--- src/rtl/alap_if.sv ---
// alap_if: host handshake plus datapath control word between alap_ctrl and its datapath.
interface alap_if;
  logic start;
  logic stall;
  logic busy;
  logic done;
  logic in0_oe;
  logic in1_oe;
  logic f1_oe;
  logic f2_oe;
  logic out_oe;
  logic r2_sel;
  logic r1_en;
  logic r2_en;
  logic r3_en;
  logic [3:0] f1_f;
  logic [1:0] f2_f;
  modport master (
    input  start, stall,
    output busy, done, in0_oe, in1_oe, f1_oe, f2_oe, out_oe, r2_sel,
           r1_en, r2_en, r3_en, f1_f, f2_f
  );
  modport slave (
    output start, stall,
    input  busy, done, in0_oe, in1_oe, f1_oe, f2_oe, out_oe, r2_sel,
           r1_en, r2_en, r3_en, f1_f, f2_f
  );
endinterface

--- src/rtl/alap_ctrl.sv ---
// alap_ctrl: Moore sequencer for the ALAP datapath: LOAD, ITERS x (S1,S2), S3, OUT.
module alap_ctrl #(
  parameter int WIDTH = 32,
  parameter int ITERS = 1
) (
  input logic clk,
  input logic rst,
  alap_if.master bus
);
  localparam logic [2:0] IDLE = 3'd0, LOAD = 3'd1, S1 = 3'd2, S2 = 3'd3, S3 = 3'd4, OUT = 3'd5;
  localparam logic [7:0] LAST = 8'(ITERS - 1);
  if (ITERS < 1 || ITERS > 255 || WIDTH < 1) begin : g_bad_param
    $error("alap_ctrl: ITERS must be 1..255 and WIDTH positive");
  end
  logic [2:0] state, nxt;
  logic [7:0] cnt;
  logic go, ld, s1, s2, s3, o;
  always_comb begin
    case (state)
      IDLE:    nxt = bus.start ? LOAD : IDLE;
      LOAD:    nxt = S1;
      S1:      nxt = S2;
      S2:      nxt = (cnt != LAST) ? S1 : S3;
      S3:      nxt = OUT;
      default: nxt = IDLE;
    endcase
  end
  always_ff @(posedge clk or posedge rst) begin
    if (rst) begin
      state <= IDLE;
      cnt   <= '0;
    end else if (!bus.stall) begin
      state <= nxt;
      if (state == LOAD) cnt <= '0;
      else if (state == S2 && cnt != LAST) cnt <= cnt + 8'd1;
    end
  end
  assign go = !bus.stall;
  assign ld = state == LOAD;
  assign s1 = state == S1;
  assign s2 = state == S2;
  assign s3 = state == S3;
  assign o  = state == OUT;
  // Stall gates every side-effecting strobe; selects and function codes stay put.
  assign bus.busy   = ld | s1 | s2 | s3 | o;
  assign bus.done   = go & o;
  assign bus.out_oe = go & o;
  assign bus.in0_oe = go & ld;
  assign bus.in1_oe = go & ld;
  assign bus.f1_oe  = go & (s1 | s2 | s3);
  assign bus.f2_oe  = go & s1;
  assign bus.r1_en  = go & (ld | s2 | s3);
  assign bus.r2_en  = go & (ld | s1 | s2);
  assign bus.r3_en  = go & (ld | s1);
  assign bus.r2_sel = s2;
  assign bus.f1_f   = s1 ? 4'h1 : s2 ? 4'h2 : s3 ? 4'h3 : 4'h0;
  assign bus.f2_f   = s1 ? 2'd1 : 2'd0;
endmodule

--- src/flat_wrapper.sv ---
// flat-port wrapper written by rule: the top's interface ports become plain ports
module alap_ctrl_flat 
#(
  parameter int WIDTH = 32,
  parameter int ITERS = 1
)
  (clk, rst, bus_start, bus_stall, bus_busy, bus_done, bus_in0_oe, bus_in1_oe, bus_f1_oe, bus_f2_oe, bus_out_oe, bus_r2_sel, bus_r1_en, bus_r2_en, bus_r3_en, bus_f1_f, bus_f2_f);
  alap_if bus_i ();
  input logic clk;
  input logic rst;
  input wire logic [$bits(bus_i.start)-1:0] bus_start;
  input wire logic [$bits(bus_i.stall)-1:0] bus_stall;
  output wire logic [$bits(bus_i.busy)-1:0] bus_busy;
  output wire logic [$bits(bus_i.done)-1:0] bus_done;
  output wire logic [$bits(bus_i.in0_oe)-1:0] bus_in0_oe;
  output wire logic [$bits(bus_i.in1_oe)-1:0] bus_in1_oe;
  output wire logic [$bits(bus_i.f1_oe)-1:0] bus_f1_oe;
  output wire logic [$bits(bus_i.f2_oe)-1:0] bus_f2_oe;
  output wire logic [$bits(bus_i.out_oe)-1:0] bus_out_oe;
  output wire logic [$bits(bus_i.r2_sel)-1:0] bus_r2_sel;
  output wire logic [$bits(bus_i.r1_en)-1:0] bus_r1_en;
  output wire logic [$bits(bus_i.r2_en)-1:0] bus_r2_en;
  output wire logic [$bits(bus_i.r3_en)-1:0] bus_r3_en;
  output wire logic [$bits(bus_i.f1_f)-1:0] bus_f1_f;
  output wire logic [$bits(bus_i.f2_f)-1:0] bus_f2_f;
  assign bus_i.start = bus_start;
  assign bus_i.stall = bus_stall;
  assign bus_busy = bus_i.busy;
  assign bus_done = bus_i.done;
  assign bus_in0_oe = bus_i.in0_oe;
  assign bus_in1_oe = bus_i.in1_oe;
  assign bus_f1_oe = bus_i.f1_oe;
  assign bus_f2_oe = bus_i.f2_oe;
  assign bus_out_oe = bus_i.out_oe;
  assign bus_r2_sel = bus_i.r2_sel;
  assign bus_r1_en = bus_i.r1_en;
  assign bus_r2_en = bus_i.r2_en;
  assign bus_r3_en = bus_i.r3_en;
  assign bus_f1_f = bus_i.f1_f;
  assign bus_f2_f = bus_i.f2_f;
  alap_ctrl #(.WIDTH(WIDTH), .ITERS(ITERS)) u_core (.clk(clk), .rst(rst), .bus(bus_i));
endmodule
--- config.mk ---
export PLATFORM = sky130hd
export DESIGN_NAME = alap_ctrl_flat
export DESIGN_NICKNAME = d
export VERILOG_FILES = /design/src/rtl/alap_if.sv /design/src/rtl/alap_ctrl.sv /design/src/flat_wrapper.sv
export SDC_FILE = /design/constraint.sdc
export NUM_CORES = 1
export LEC_CHECK = 0
export CORE_MARGIN = 8
export CORE_UTILIZATION = 40
export DETAILED_ROUTE_END_ITERATION = 6
export PLACE_DENSITY_LB_ADDON = 0.2
export SLEW_MARGIN = 30
export SYNTH_ARGS = -nofsm -noshare
export SYNTH_HDL_FRONTEND = slang
export SYNTH_SLANG_ARGS = --single-unit
export TNS_END_PERCENT = 50
--- constraint.sdc ---
create_clock -name clk -period 2.5 [get_ports clk]
set_clock_uncertainty 0.15 [all_clocks]
set_input_delay 0.625 -clock clk [delete_from_list [all_inputs] [get_ports clk]]
set_output_delay 0.625 -clock clk [all_outputs]
set_load 0.03 [all_outputs]
Word level (Yosys, flattened, before mapping)
Index checks and enable logic that the tools add are counted.
Storage, ports and cells
  register bits after elaboration: 11
  input bits: 4
  output and inout bits: 17
  word-level logic and storage cells: 39
Operators by class
  add/sub/neg operators: 1
  equality and inequality tests: 5
  mux-type cells: 9
  bitwise logic cells: 16
  reduce and logical (&&, ||, !) cells: 6
Operator list (count)
  $mux 8: 2
  $pmux 3 s5: 1
  $add 8x1->8 const B: 1
  $mux 4: 2
  $or 1x1->1: 8
  $reduce_bool 8->1: 1
  $and 1x1->1: 7
  $eq 3x2->1 const B: 2
  $eq 3x3->1 const B: 2
  $eq 3x1->1 const B: 1
  $logic_not 3->1: 1
  $mux 3: 1
  $mux 1: 2
  $mux 2: 1
  $reduce_and 2->1: 1
  $reduce_bool 2->1: 1
  $logic_and 1x1->1: 1
  $logic_not 1->1: 1
  $not 1->1: 1

Longest topological paths before layout
  depth in word-level cells: 5
  depth in mapped cells: 7
  depth with buffers taken out: 6

Worst setup path before layout
Ideal clock, no wire load.
  path kind: in2out
  start: input port bus_stall
  end: output port bus_out_oe
  data arrival time: 2.248 ns
  data required time: 1.725 ns
  setup slack: -0.523 ns
  stages on the path: 3
  buffers on the path: 2
  path through: clkbuf_1 nor4b_1 buf_4
Between the ends
  word-level cells in the longest chain between the ends: 2
RTL lines
  start: declaration: line flat_wrapper.sv:12  | input wire logic [$bits(bus_i.stall)-1:0] bus_stall;
  $logic_not 1->1
  $and 1x1->1
  end: declaration: line flat_wrapper.sv:19  | output wire logic [$bits(bus_i.out_oe)-1:0] bus_out_oe;
Every way passes these cells.

Worst setup path in the final report
  start: register u_core.state[1]
  end: output port bus_r3_en
Between the ends
  word-level cells in the longest chain between the ends: 3
  elaborated cells on any way between the ends: 4
  those cells by class: eq/ne (2); bitwise (2)
RTL lines
  start: declaration: line alap_ctrl.sv:15  | logic [2:0] state, nxt;
  start signal: assignment: line alap_ctrl.sv:33  | state <= nxt;
  $eq 3x1->1 / $eq 3x2->1 (equally long branches): line alap_ctrl.sv:39, alap_ctrl.sv:40
  $or 1x1->1 *: line alap_ctrl.sv:54  | assign bus.r3_en = go & (ld | s1);
  $and 1x1->1 *: line alap_ctrl.sv:54
  end: declaration: line flat_wrapper.sv:23  | output wire logic [$bits(bus_i.r3_en)-1:0] bus_r3_en;
Every way passes the cells marked *; elsewhere a longest branch is shown, timed or not.

==> flow_summary.json <==
{
  "status": "complete, no violations",
  "fin_crit_ns": 2.48,
  "required_ns": 1.73,
  "layout_common_cells": "16 x buf_4, 9 x nand3_1, 9 x dfrtp_1",
  "core_area_sq_um": 1960,
  "grt_pass1_vias": 710,
  "dr_total_vias": 776,
  "arrival_ns": 1.71,
  "hold_class": "reg2reg",
  "final_common_cell": "buf_4",
  "antenna_found_initial": 0,
  "start_kind": "flop",
  "fin_crit_sh_pct": 99.4,
  "gp_congestion": 0.769,
  "dieWidth_microns": 61.6,
  "cts_buffers": 3,
  "clockBufferDepth": 2,
  "async_reset_ff_share_pct": 100,
  "p_leak_nw": 0.483,
  "clock_latency_ns": 0.27,
  "drt_iter0_drc": 16,
  "yosys_warnings": 0,
  "cts_tree": "yes",
  "grtUsageTotal_pct": 11.1,
  "vias_per_cell": 5.35,
  "wl_mm": 1.96,
  "cts.htree.levels": 1,
  "worstSetupPathType": "reg2out",
  "clkTransAtPathRegs_ns": 0.08,
  "wl_per_cell_microns": 13.5,
  "finalHoldWorstSlack_ns": 0.385,
  "drv_slew": 0,
  "path_max_fanout": 8,
  "drive_gt1_share_pct": 31.4,
  "end_kind": "output port",
  "yosys.area.top_type": "dfrtp_1",
  "yosys.area_share.xor_xnor_pct": 0,
  "grt_pass1_wl_mm": 3.23,
  "ys.flop_type": "dfrtp_1",
  "synth_area_leaders": "dfrtp_1 33%, buf_4 6.3%, nand3_1 5.4%",
  "fp-row-count": 16,
  "synth_top_area_share_pct": 33.1,
  "die_h_microns": 61.6,
  "finalHoldViolations": 0,
  "placed_cells": 140,
  "synth_cells": 98,
  "synth_top_family_by_area": "simple AND/OR/NAND/NOR gates",
  "die-area_sq_um": 3790,
  "layout.nets": 125,
  "synth_compound_area_share_pct": 22.3,
  "grt_max_degree": 14,
  "yosysSeqAreaShare_pct": 33.1,
  "antenna_left": 0,
  "synth.distinct_cells": 36,
  "synth_area_sq_um": 831,
  "p_per_area_nw_per_um2": 612,
  "instances_no_fill": 145,
  "yosys_register_bits": 11,
  "synth_simple_gate_area_share_pct": 26.7,
  "grt_overflow": 0,
  "synthAdderAreaFrac_pct": 3.01,
  "avgSynthCellArea_sq_um": 8.48,
  "start_util_pct": 42.3,
  "num_antenna_cells": 0,
  "cts_sinks": 11,
  "ios": 21,
  "port_buffers": 17,
  "place_hpwl_mm": 1.51,
  "route.detailed.drc": 0,
  "fmax_ghz": 0.403,
  "total_power_uw": 653,
  "hold_buffers": 0,
  "areaGrowthSynthToFinish_pct": 28.3,
  "synthMuxAreaShare_pct": 0,
  "root_buffer": "clkbuf_4",
  "setup_viol": 0,
  "tns_ns": 0,
  "rsz0062_at_grt": "true",
  "synth_edf_count": 0,
  "drtPass1Iterations": 4,
  "maxCapViolCount": 0,
  "ir_drop_mv": 0.436
}
Yosys cell counts (3+ instances only):
cell,instances
nand3_1,9
nand2_1,4
clkbuf_1,4
a21oi_1,7
inv_1,8
nor2_1,3
nor3_1,3
o21ai_0,8
dfrtp_1,11
nand2b_1,3
buf_4,7
flip-flops by register name (all words and copies together), names as in the netlist:
register and count:
u_core.state 3, u_core.cnt 8
per-stage QoR:
stage,utilization (%),setup WS [ns],instance area (sq um)
5_1_grt,54.3,-0.0480,1070
3_5_place_dp,51.6,-0.117,1010
6_report,54.3,0.0161,1070
4_1_cts,54.0,0.00209,1060
2_1_floorplan,-,0.0473,853
3_3_place_gp,51.6,-0.0768,1010
layout make-up:
type	count	area, sq um
timing repair buffer	27	234
clock buffer	4	26.3
inverter	8	30.0
tap	27	33.8
sequential	11	278
multi-input combinational	68	464
fill	201	896
path summary, 6_finish.rpt:
| path | startpoint | slack (ns) | cells after the start | to |
|---|---|---|---|---|
| setup / recovery | u_core.state[1]$_DFFE_PP0N_ | 0.02 | 5 | bus_r3_en |
| hold / removal | u_core.cnt[6]$_DFFE_PP0P_ | 0.38 | 1 | u_core.cnt[6]$_DFFE_PP0P_ |
| setup reg to reg | u_core.cnt[0]$_DFFE_PP0P_ | 0.41 | 7 | u_core.cnt[5]$_DFFE_PP0P_ |
| hold reg to reg | u_core.cnt[6]$_DFFE_PP0P_ | 0.38 | 1 | u_core.cnt[6]$_DFFE_PP0P_ |
| max in group asynchronous | rst | 1.38 | 2 | u_core.state[0]$_DFFE_PP0N_ |
| min in group asynchronous | rst | 0.49 | 2 | u_core.cnt[5]$_DFFE_PP0P_ |
where the power goes:
group	total [mW]	leakage, nW	internal, mW	switching, mW
logic	0.245	0.334	0.103	0.142
registers	0.284	0.134	0.216	0.0673
clock network	0.124	0.0150	0.0618	0.0622
worst max-delay path, stage by stage (launching register included):
cell     delay, ns
dfrtp_2       0.46
buf_6         0.14
or4_4         0.53
inv_2         0.08
or2_4         0.11
buf_6         0.12
cells by family (layout without fill, tap and decap cells):
kind of cell | count (synthesis) | count (layout)
other cells | 1 | 3
simple gates | 37 | 37
compound gates | 26 | 26
flops | 11 | 11
buf+inv | 21 | 39
fa+ha+maj | 2 | 2
per-layer routing:
layer  global-route usage, %  vias up  routed length, microns
li1                        -      387                       -
met1                    14.9      361                     885
met2                    16.4       24                     955
met3                    3.76        4                      88
met4                    3.25        0                      27
met5                       0        -                       0
timing repair:
item	in CTS	in global routing
resized for setup	11	3
endpoints found under the setup margin	7	3
buffers inserted	1	0
Power figures use the tool's default switching activity.
